## src/rtl/gray_counter.sv

```systemverilog
// gray_counter: up/down binary counter with a registered Gray-coded copy.
//
// Optional feature (macro GRAY_COUNTER_PEER_SYNC_EN): brings in a Gray pointer
// from an asynchronous source through a two-flop synchroniser, decodes it to
// binary and reports the modular distance between the local and peer counts.
//
// Parameters
//   DATA      counter width in bits (2..32)
//   SATURATE  0 = wrap at range ends, 1 = hold at range ends
//
// Ports
//   clk        in   1     rising-edge clock
//   reset_n    in   1     asynchronous active-low reset
//   clr        in   1     synchronous clear to zero (highest priority)
//   load       in   1     synchronous load of load_val
//   load_val   in   DATA  binary value to load
//   en         in   1     count enable
//   up         in   1     direction, 1 = increment, 0 = decrement
//   bin        out  DATA  registered binary count
//   gray       out  DATA  registered Gray-coded count
//   at_max     out  1     bin is all ones (decoded from the register)
//   at_min     out  1     bin is zero (decoded from the register)
//   wrap       out  1     one-cycle pulse, count crossed a range end
//   peer_gray  in   DATA  async Gray pointer            (macro only)
//   peer_bin   out  DATA  decoded synchronised peer     (macro only)
//   diff       out  DATA  (bin - peer_bin) mod 2^DATA   (macro only)

module gray_counter #(
  parameter int unsigned DATA     = 4,
  parameter bit          SATURATE = 1'b0
) (
  input  logic            clk,
  input  logic            reset_n,
  input  logic            clr,
  input  logic            load,
  input  logic [DATA-1:0] load_val,
  input  logic            en,
  input  logic            up,
  output logic [DATA-1:0] bin,
  output logic [DATA-1:0] gray,
  output logic            at_max,
  output logic            at_min,
  output logic            wrap
`ifdef GRAY_COUNTER_PEER_SYNC_EN
  ,
  input  logic [DATA-1:0] peer_gray,
  output logic [DATA-1:0] peer_bin,
  output logic [DATA-1:0] diff
`endif
);

  localparam int unsigned W = DATA;
  localparam logic [W-1:0] ALL_ONES = {W{1'b1}};
  localparam logic [W-1:0] ZERO     = {W{1'b0}};
  localparam logic [W-1:0] ONE      = W'(1);

  logic [W-1:0] bin_q;
  logic [W-1:0] gray_q;
  logic         wrap_q;

  logic [W-1:0] bin_nxt;
  logic [W-1:0] gray_nxt;
  logic         wrap_nxt;

  // Next-count selection: clr over load over en; otherwise hold.
  always_comb begin
    bin_nxt  = bin_q;
    wrap_nxt = 1'b0;
    if (clr) begin
      bin_nxt = ZERO;
    end else if (load) begin
      bin_nxt = load_val;
    end else if (en) begin
      if (up) begin
        if (bin_q == ALL_ONES) begin
          // Range end: saturating build holds, wrapping build rolls to zero.
          if (!SATURATE) begin
            bin_nxt  = ZERO;
            wrap_nxt = 1'b1;
          end
        end else begin
          bin_nxt = bin_q + ONE;
        end
      end else begin
        if (bin_q == ZERO) begin
          if (!SATURATE) begin
            bin_nxt  = ALL_ONES;
            wrap_nxt = 1'b1;
          end
        end else begin
          bin_nxt = bin_q - ONE;
        end
      end
    end
  end

  // Gray code of the next value, so the gray register tracks bin with no lag.
  always_comb begin
    gray_nxt = bin_nxt ^ (bin_nxt >> 1);
  end

  // Count, Gray and wrap registers.
  always_ff @(posedge clk or negedge reset_n) begin
    if (!reset_n) begin
      bin_q  <= ZERO;
      gray_q <= ZERO;
      wrap_q <= 1'b0;
    end else begin
      bin_q  <= bin_nxt;
      gray_q <= gray_nxt;
      wrap_q <= wrap_nxt;
    end
  end

  assign bin    = bin_q;
  assign gray   = gray_q;
  assign wrap   = wrap_q;
  assign at_max = (bin_q == ALL_ONES);
  assign at_min = (bin_q == ZERO);

`ifdef GRAY_COUNTER_PEER_SYNC_EN
  logic [W-1:0] peer_s1_q;
  logic [W-1:0] peer_s2_q;
  logic [W-1:0] peer_dec;

  // Two-flop synchroniser; only one bit of a Gray pointer moves per step.
  always_ff @(posedge clk or negedge reset_n) begin
    if (!reset_n) begin
      peer_s1_q <= ZERO;
      peer_s2_q <= ZERO;
    end else begin
      peer_s1_q <= peer_gray;
      peer_s2_q <= peer_s1_q;
    end
  end

  // Gray to binary: MSB passes through, each lower bit XORs with the bit above.
  always_comb begin
    peer_dec      = ZERO;
    peer_dec[W-1] = peer_s2_q[W-1];
    for (int i = int'(W) - 2; i >= 0; i--) begin
      peer_dec[i] = peer_s2_q[i] ^ peer_dec[i+1];
    end
  end

  assign peer_bin = peer_dec;
  assign diff     = W'(bin_q - peer_dec);
`endif

endmodule
```

## config.mk

```make
export PLATFORM = sky130hd
export DESIGN_NAME = gray_counter
export DESIGN_NICKNAME = d
export VERILOG_FILES = /design/src/rtl/gray_counter.sv
export SDC_FILE = /design/constraint.sdc
export NUM_CORES = 1
export LEC_CHECK = 0
export ABC_CLOCK_PERIOD_IN_PS = 2000
export CELL_PAD_IN_SITES_DETAIL_PLACEMENT = 2
export CELL_PAD_IN_SITES_GLOBAL_PLACEMENT = 2
export CORE_ASPECT_RATIO = 1.25
export CORE_UTILIZATION = 25
export CTS_CLUSTER_SIZE = 20
export DETAILED_ROUTE_END_ITERATION = 6
export GPL_ROUTABILITY_DRIVEN = 0
export PLACE_DENSITY = 0.86
export SKIP_CTS_REPAIR_TIMING = 1
export SYNTH_ARGS = -nofsm -noshare
export SYNTH_HDL_FRONTEND = slang
export SYNTH_SLANG_ARGS = --single-unit
```

## constraint.sdc

```tcl
create_clock -name clk -period 2 [get_ports clk]
set_clock_uncertainty 0.2 [all_clocks]
set_input_delay 0.4 -clock clk [delete_from_list [all_inputs] [get_ports clk]]
set_output_delay 0.4 -clock clk [all_outputs]
set_load 0.05 [all_outputs]
```

==> results of run 1 <==
state kept, by name, indices dropped and copies added, names as in the netlist:
register,flops
bin,4
gray,3
wrap,1
cell usage in the layout, fill, tap and decap left out, drive strengths merged:
master / netlist / routed
a21oi: 1 / 1
a21o: 1 / 1
o31ai: 1 / 1
o311ai: 1 / 1
o21bai: 1 / 1
a211oi: 1 / 1
dlymetal6s2s: 0 / 1
and3: 1 / 1
dfrtp: 8 / 8
nor3b: 1 / 1
clkbuf: 0 / 3
nand4: 3 / 3
a21boi: 2 / 2
inv: 6 / 6
buf: 4 / 24
nor2: 1 / 1
nand2b: 2 / 2
xnor2: 3 / 3
xor2: 1 / 1
a221oi: 2 / 2
mux2: 1 / 1
nor4b: 2 / 2
nor3: 1 / 1
or3: 1 / 1
o211ai: 2 / 2
and2: 1 / 1
ha: 2 / 2
a31o: 1 / 1
clkdlybuf4s50: 0 / 8
nor2b: 3 / 3
synth_stat cells:
| cell type | instances | area [sq um] |
|---|---|---|
| xor2_1 | 1 | 8.76 |
| o211ai_1 | 2 | 15.0 |
| a211oi_1 | 1 | 7.51 |
| and2_1 | 1 | 6.26 |
| a21boi_0 | 2 | 15.0 |
| dfrtp_1 | 8 | 200 |
| o311ai_4 | 1 | 26.3 |
| nor2b_1 | 3 | 18.8 |
| xnor2_1 | 3 | 26.3 |
| inv_1 | 6 | 22.5 |
| mux2_4 | 1 | 15.0 |
| a21o_1 | 1 | 7.51 |
| o21bai_1 | 1 | 7.51 |
| a31o_2 | 1 | 8.76 |
| a221oi_2 | 2 | 30.0 |
| buf_4 | 1 | 7.51 |
| nor4b_2 | 1 | 15.0 |
| nand4_1 | 3 | 18.8 |
| nand2b_1 | 2 | 12.5 |
| and3_2 | 1 | 7.51 |
| a21oi_1 | 1 | 5.00 |
| nor3_1 | 1 | 5.00 |
| buf_6 | 2 | 22.5 |
| o31ai_1 | 1 | 7.51 |
| ha_1 | 2 | 25.0 |
| buf_2 | 1 | 5.00 |
| nor4b_1 | 1 | 8.76 |
| nor2_1 | 1 | 3.75 |
| nor3b_1 | 1 | 7.51 |
| or3_4 | 1 | 11.3 |
worst min path at each step:
stage                       start      end  slack [ps]
final                     reset_n   bin[3]         230
after detailed placement  reset_n  gray[2]         510
after floorplan           reset_n   bin[0]        -100
after global routing      reset_n   bin[3]         250
after CTS                 reset_n  gray[2]         240
after global placement    reset_n   bin[3]         480
cells by family (layout without fill, tap and decap cells):
group | Yosys count | in the layout | share of synthesized area
adders and majority gates | 2 | 2 | 0.0433
muxes | 1 | 1 | 0.0260
xor gates and xnor gates | 4 | 4 | 0.0606
and+or+nand+nor | 16 | 16 | 0.199
AOI/OAI and AO/OA | 13 | 13 | 0.225
buffers and inverters | 10 | 42 | 0.0996
DFF | 8 | 8 | 0.346
area by class of cell:
cell class                 instances  area, sq um
clock buffer                       3         22.5
fill                             242         1230
inverter                           6         22.5
multi-input combinational         36          333
sequential                         8          204
tap                               31         38.8
timing repair buffer              33          335
power breakdown:
group / total [mW] / switching (mW) / internal (mW) / leakage [nW]
clock: 0.115 / 0.0472 / 0.0681 / 0.0138
sequential: 0.201 / 0.0206 / 0.180 / 0.0979
combinational: 0.287 / 0.156 / 0.131 / 0.324
stage by stage:
stage,setup TNS (ps),util,instances
after floorplan,0,-,54
after global placement,-587,0.406,110
after detailed placement,-1060,0.406,110
after CTS,-5.78,0.416,113
after global routing,-0.370,0.437,117
final,0,0.437,117
worst reg2reg max path: stages, from the launching register on:
cell and delay, ps:
dfrtp_2 440, ha_1 250, mux2_4 280, nor3b_1 160
o311ai_4 350, xnor2_1 160
layer usage:
metal | global-route usage | part of all wire | wire (um)
met4 | 0.0649 | 0.010 | 17
met2 | 0.267 | 0.57 | 980
met3 | 0.0195 | 0.033 | 57
met5 | 0 | 0 | 0
met1 | 0.166 | 0.38 | 652
==> flow_summary_export.csv, run 1 <==
group,metric,value,unit
outcome,outcome,"complete, no violations",
die,initial_core_util,0.264,
sta,fin_hold_ws,228,ps
layout,syn_to_final_growth,65.4,%
logic_synthesis,synthCells,54,
logic_synthesis,synth.yosys.seq_area_share,0.346,
sta,maxSlewHeadroom,0.762,
die,rows,19,
logic_synthesis,netlist_area,578,sq um
worst_setup_path,worstSetupStartpointType,"register",
global_route,grt_max_degree,11,
pwr,p_per_area,631,nW/um^2
logic_synthesis,synth_cell_types,30,
sta,setup_viol,0,
global_route,grt_overflow,0,
sta,finalHoldViolCount,0,
job,drv_cap,0,
pwr,leakage,0.436,nW
layout,antennaDiodeCount,0,
cts,ctsLongestPathBuffers,2,
worst_setup_path,cp_data_arrival_time,1330,ps
worst_setup_path,required,1400,ps
sta,drv_slew,0,
cts,clock-sinks,8,
die,ios,21,
worst_setup_path,crit_chain,"ha_1 > and3_2 > buf_12",
sta,max_freq,0.517,GHz
worst_setup_path,r2r_slack,90,ps
logic_synthesis,synth_nets,66,
worst_setup_path,worst_r2r_path_depth,5,
cts,cts_inserted_buffers,3,
worst_setup_path,critPathCapture,"at_max",
worst_setup_path,cpPeakStageDelay,440,ps
detailed_routing,firstDrtPassIters,4,
global_route,grt_pass1_wl,2700,um
pwr,ir_drop,0.295,mV
global_route,grt_pass1_vias,580,
sta,fin_crit_sh,0.966,
sta,setup_ws,67.4,ps
cts,clk_pin_slew,50,ps
pwr,finalPower,0.603,mW
die,die_h,55.8,um
global_route,grt_usage,0.149,
logic_synthesis,yosysWarnings,0,
worst_setup_path,reg2reg_to,"gray[2]",
cts,cts_tree,"built",
worst_setup_path,path_delay_family,"flip-flops",
logic_synthesis,ys_ff_latch,8,
detailed_routing,wirelength,1710,um
worst_setup_path,worst-path-stages,3,
detailed_routing,vias,551,
worst_setup_path,worst-path-buf-inv,1,
worst_setup_path,worstSetupPathType,"register to output port",
layout,final_area,956,sq um
worst_setup_path,crit_path_end_kind,"output port",
detailed_routing,wl_per_cell,14.6,um
sta,worst_pin_slew,357,ps
die,die_x,45.0,um
cts,htreeDepth,1,
cts,cts_root_buf,"clkbuf_4",
layout,nets,100,
global_route,antenna_found_initial,0,
layout,drive_gt1_frac,0.488,
placed_design,dp_hpwl,1370,um
detailed_routing,via_per_inst,4.71,
placed_design,dpl_cell_area,887,sq um
min_path,min_path_type,"input pin to asynchronous set/reset pin",
worst_setup_path,crit_fanout,5,
detailed_routing,drt-initial-drc-count,10,
logic_synthesis,synth_area_per_cell,10.7,sq um
cts,clk_latency,240,ps
detailed_routing,ant_nets,0,
sta,post-route-min-period,1930,ps
die,fp.dieArea,2510,sq um
die,core_area,2190,sq um
placed_design,port-buffer-count,20,
worst_setup_path,slowest_stage,"dfrtp_2",
worst_setup_path,rr_startpoint,"bin[0]",
detailed_routing,drc,0,
placed_design,dp_slack,-214,ps
worst_setup_path,cp-startpoint,"bin[0]",
Note: power is estimated with default switching activity, not from simulation.
==> run 2, diff against run 1 <==
Settings changed: ABC_CLOCK_PERIOD_IN_PS 2000 to 2200, CELL_PAD_IN_SITES_DETAIL_PLACEMENT 2 to 0, CELL_PAD_IN_SITES_GLOBAL_PLACEMENT 2 to 1, CORE_UTILIZATION 25 to 32, MAX_ROUTING_LAYER from default to met4, PLACE_DENSITY 0.86 to 0.88.
Clock period 2 ns to 2.2 ns, I/O delays scaled along.
==> run 2 against run 1 <==
  * Setup slack gained 130 ps
  * Global-route usage shrank 0.18 points
  * Non-clock buffer count shrank 8
  * Cell count shrank 17%
  * Largest cell class is now multi-input combinational cells
==> flow_summary_export.csv, run 2 (same netlist as run 1, synthesis figures left out) <==
group,metric,value,unit
outcome,outcome,"complete, no violations",
global_route,grt_usage,0.147,
worst_setup_path,slowest_stage,"clkdlybuf4s50_1",
cts,cts_inserted_buffers,3,
sta,final.setup.tns,0,ps
cts,ctsLongestPathBuffers,2,
global_route,grt_pass1_wl,1930,um
global_route,grt_max_degree,11,
detailed_routing,via_per_inst,4.98,
worst_setup_path,worstSetupStartpointType,"register",
die,initial_core_util,0.356,
die,die_h,49.5,um
worst_setup_path,path_delay_family,"buffers and inverters",
worst_setup_path,worst-path-buf-inv,1,
global_route,met2_usage,0.212,
worst_setup_path,cp_data_arrival_time,1360,ps
job,drv_cap,0,
pwr,p_per_area,619,nW/um^2
worst_setup_path,required,1560,ps
global_route,top_usage_layer,"met2",
layout,final_cell_mix,"13 x clkdlybuf4s50_1, 10 x buf_4, 7 x dfrtp_1, 6 x inv_1",
sta,fin_hold_ws,260,ps
cts,htreeDepth,1,
detailed_routing,drt-initial-drc-count,1,
worst_setup_path,cpPeakStageDelay,790,ps
placed_design,dp_hpwl,949,um
die,rows,16,
pwr,leakage,0.371,nW
worst_setup_path,crit_chain,"clkdlybuf4s50_1",
sta,drv_slew,0,
placed_design,port-buffer-count,20,
layout,antennaDiodeCount,0,
sta,setup_ws,199,ps
placed_design,dpl_cell_area,812,sq um
detailed_routing,ant_nets,0,
sta,worst_pin_slew,489,ps
sta,maxSlewHeadroom,0.673,
layout,final_area,838,sq um
detailed_routing,drc,0,
global_route,grt_util_met1,0.176,
worst_setup_path,worstSetupPathType,"register to output port",
cts,clock-sinks,8,
die,core_area,1620,sq um
pwr,ir_drop,0.219,mV
sta,max_freq,0.500,GHz
cts,cts_tree,"built",
worst_setup_path,rr_startpoint,"bin[0]",
detailed_routing,vias,483,
placed_design,dp_slack,-14.2,ps
layout,mostFrequentLayoutCell,"clkdlybuf4s50_1",
global_route,gr-usage-met3,0.0315,
cts,clk_latency,250,ps
die,die_x,40.0,um
sta,post-route-min-period,2000,ps
detailed_routing,wirelength,1180,um
detailed_routing,firstDrtPassIters,4,
detailed_routing,wl_per_cell,12.1,um
worst_setup_path,reg2reg_to,"gray[1]",
global_route,grt_pass1_vias,475,
worst_setup_path,crit_fanout,1,
cts,cts_root_buf,"clkbuf_4",
sta,finalHoldViolCount,0,
worst_setup_path,crit_path_end_kind,"output port",
die,fp.dieArea,1980,sq um
layout,nets,92,
cts,clk_pin_slew,50,ps
sta,fin_crit_sh,0.910,
layout,largest_reg_flops,4,
worst_setup_path,worst_r2r_path_depth,6,
layout,drive_gt1_frac,0.304,
sta,rsz0062_at_grt,"false",
die,ios,21,
global_route,antenna_found_initial,0,
layout,syn_to_final_growth,45.0,%
worst_setup_path,r2r_slack,220,ps
min_path,min_path_type,"input pin to asynchronous set/reset pin",
sta,setup_viol,0,
global_route,grt_overflow,0,
-- run 2: cell count changes in the layout (fill, tap and decap cells not counted), sizes merged --
cell / before / now
buf: 24 / 12
clkbuf: 3 / 4
clkdlybuf4s50: 8 / 13
dlymetal6s2s: 1 / 0
-- run 2: power by group --
group | internal [mW] | switching (mW) | total (mW)
logic | 0.0957 | 0.127 | 0.223
clock network | 0.0691 | 0.0465 | 0.116
registers | 0.163 | 0.0174 | 0.181
total | 0.328 | 0.191 | 0.519
-- run 2: worst max-delay path by stage --
stage	start	to	slack, ps	depth (start not counted)
final	wrap	wrap	200	1
after global routing	bin[0]	gray[0]	90	6
after CTS	wrap	wrap	170	1
after detailed placement	up	gray[0]	-10	6
after global placement	up	gray[0]	6	6
after floorplan	bin[1]	gray[1]	30	6
-- run 2: final cells by class --
| class | instances | area [sq um] |
|---|---|---|
| multi-input cells | 36 | 320 |
| flip-flops and latches | 8 | 201 |
| repair buffers | 25 | 245 |
| fillers | 148 | 783 |
| well taps | 18 | 22.5 |
| clock buffers | 4 | 26.3 |
| inverters | 6 | 22.5 |
-- run 2: metal layers --
| metal | vias up | routed length, um |
|---|---|---|
| met3 | 0 | 52 |
| met4 | 0 | 0 |
| met2 | 15 | 591 |
| met5 | - | 0 |
| li1 | 243 | - |
| met1 | 225 | 533 |
-- run 2: per-stage QoR --
step                      total power [mW]  cells  utilization
final                                0.519     97        0.517
after detailed placement             0.408     93        0.501
after CTS                            0.529     97        0.517
after global routing                 0.555     97        0.517
after global placement               0.405     93        0.501
after floorplan                      0.329     54            -
-- run 2: worst register-to-register path, stage by stage (launching register included) --
cell	delay [ps]
dfrtp_2	440
inv_1	80
ha_1	240
mux2_4	290
a21boi_0	310
o311ai_4	150
xnor2_1	140
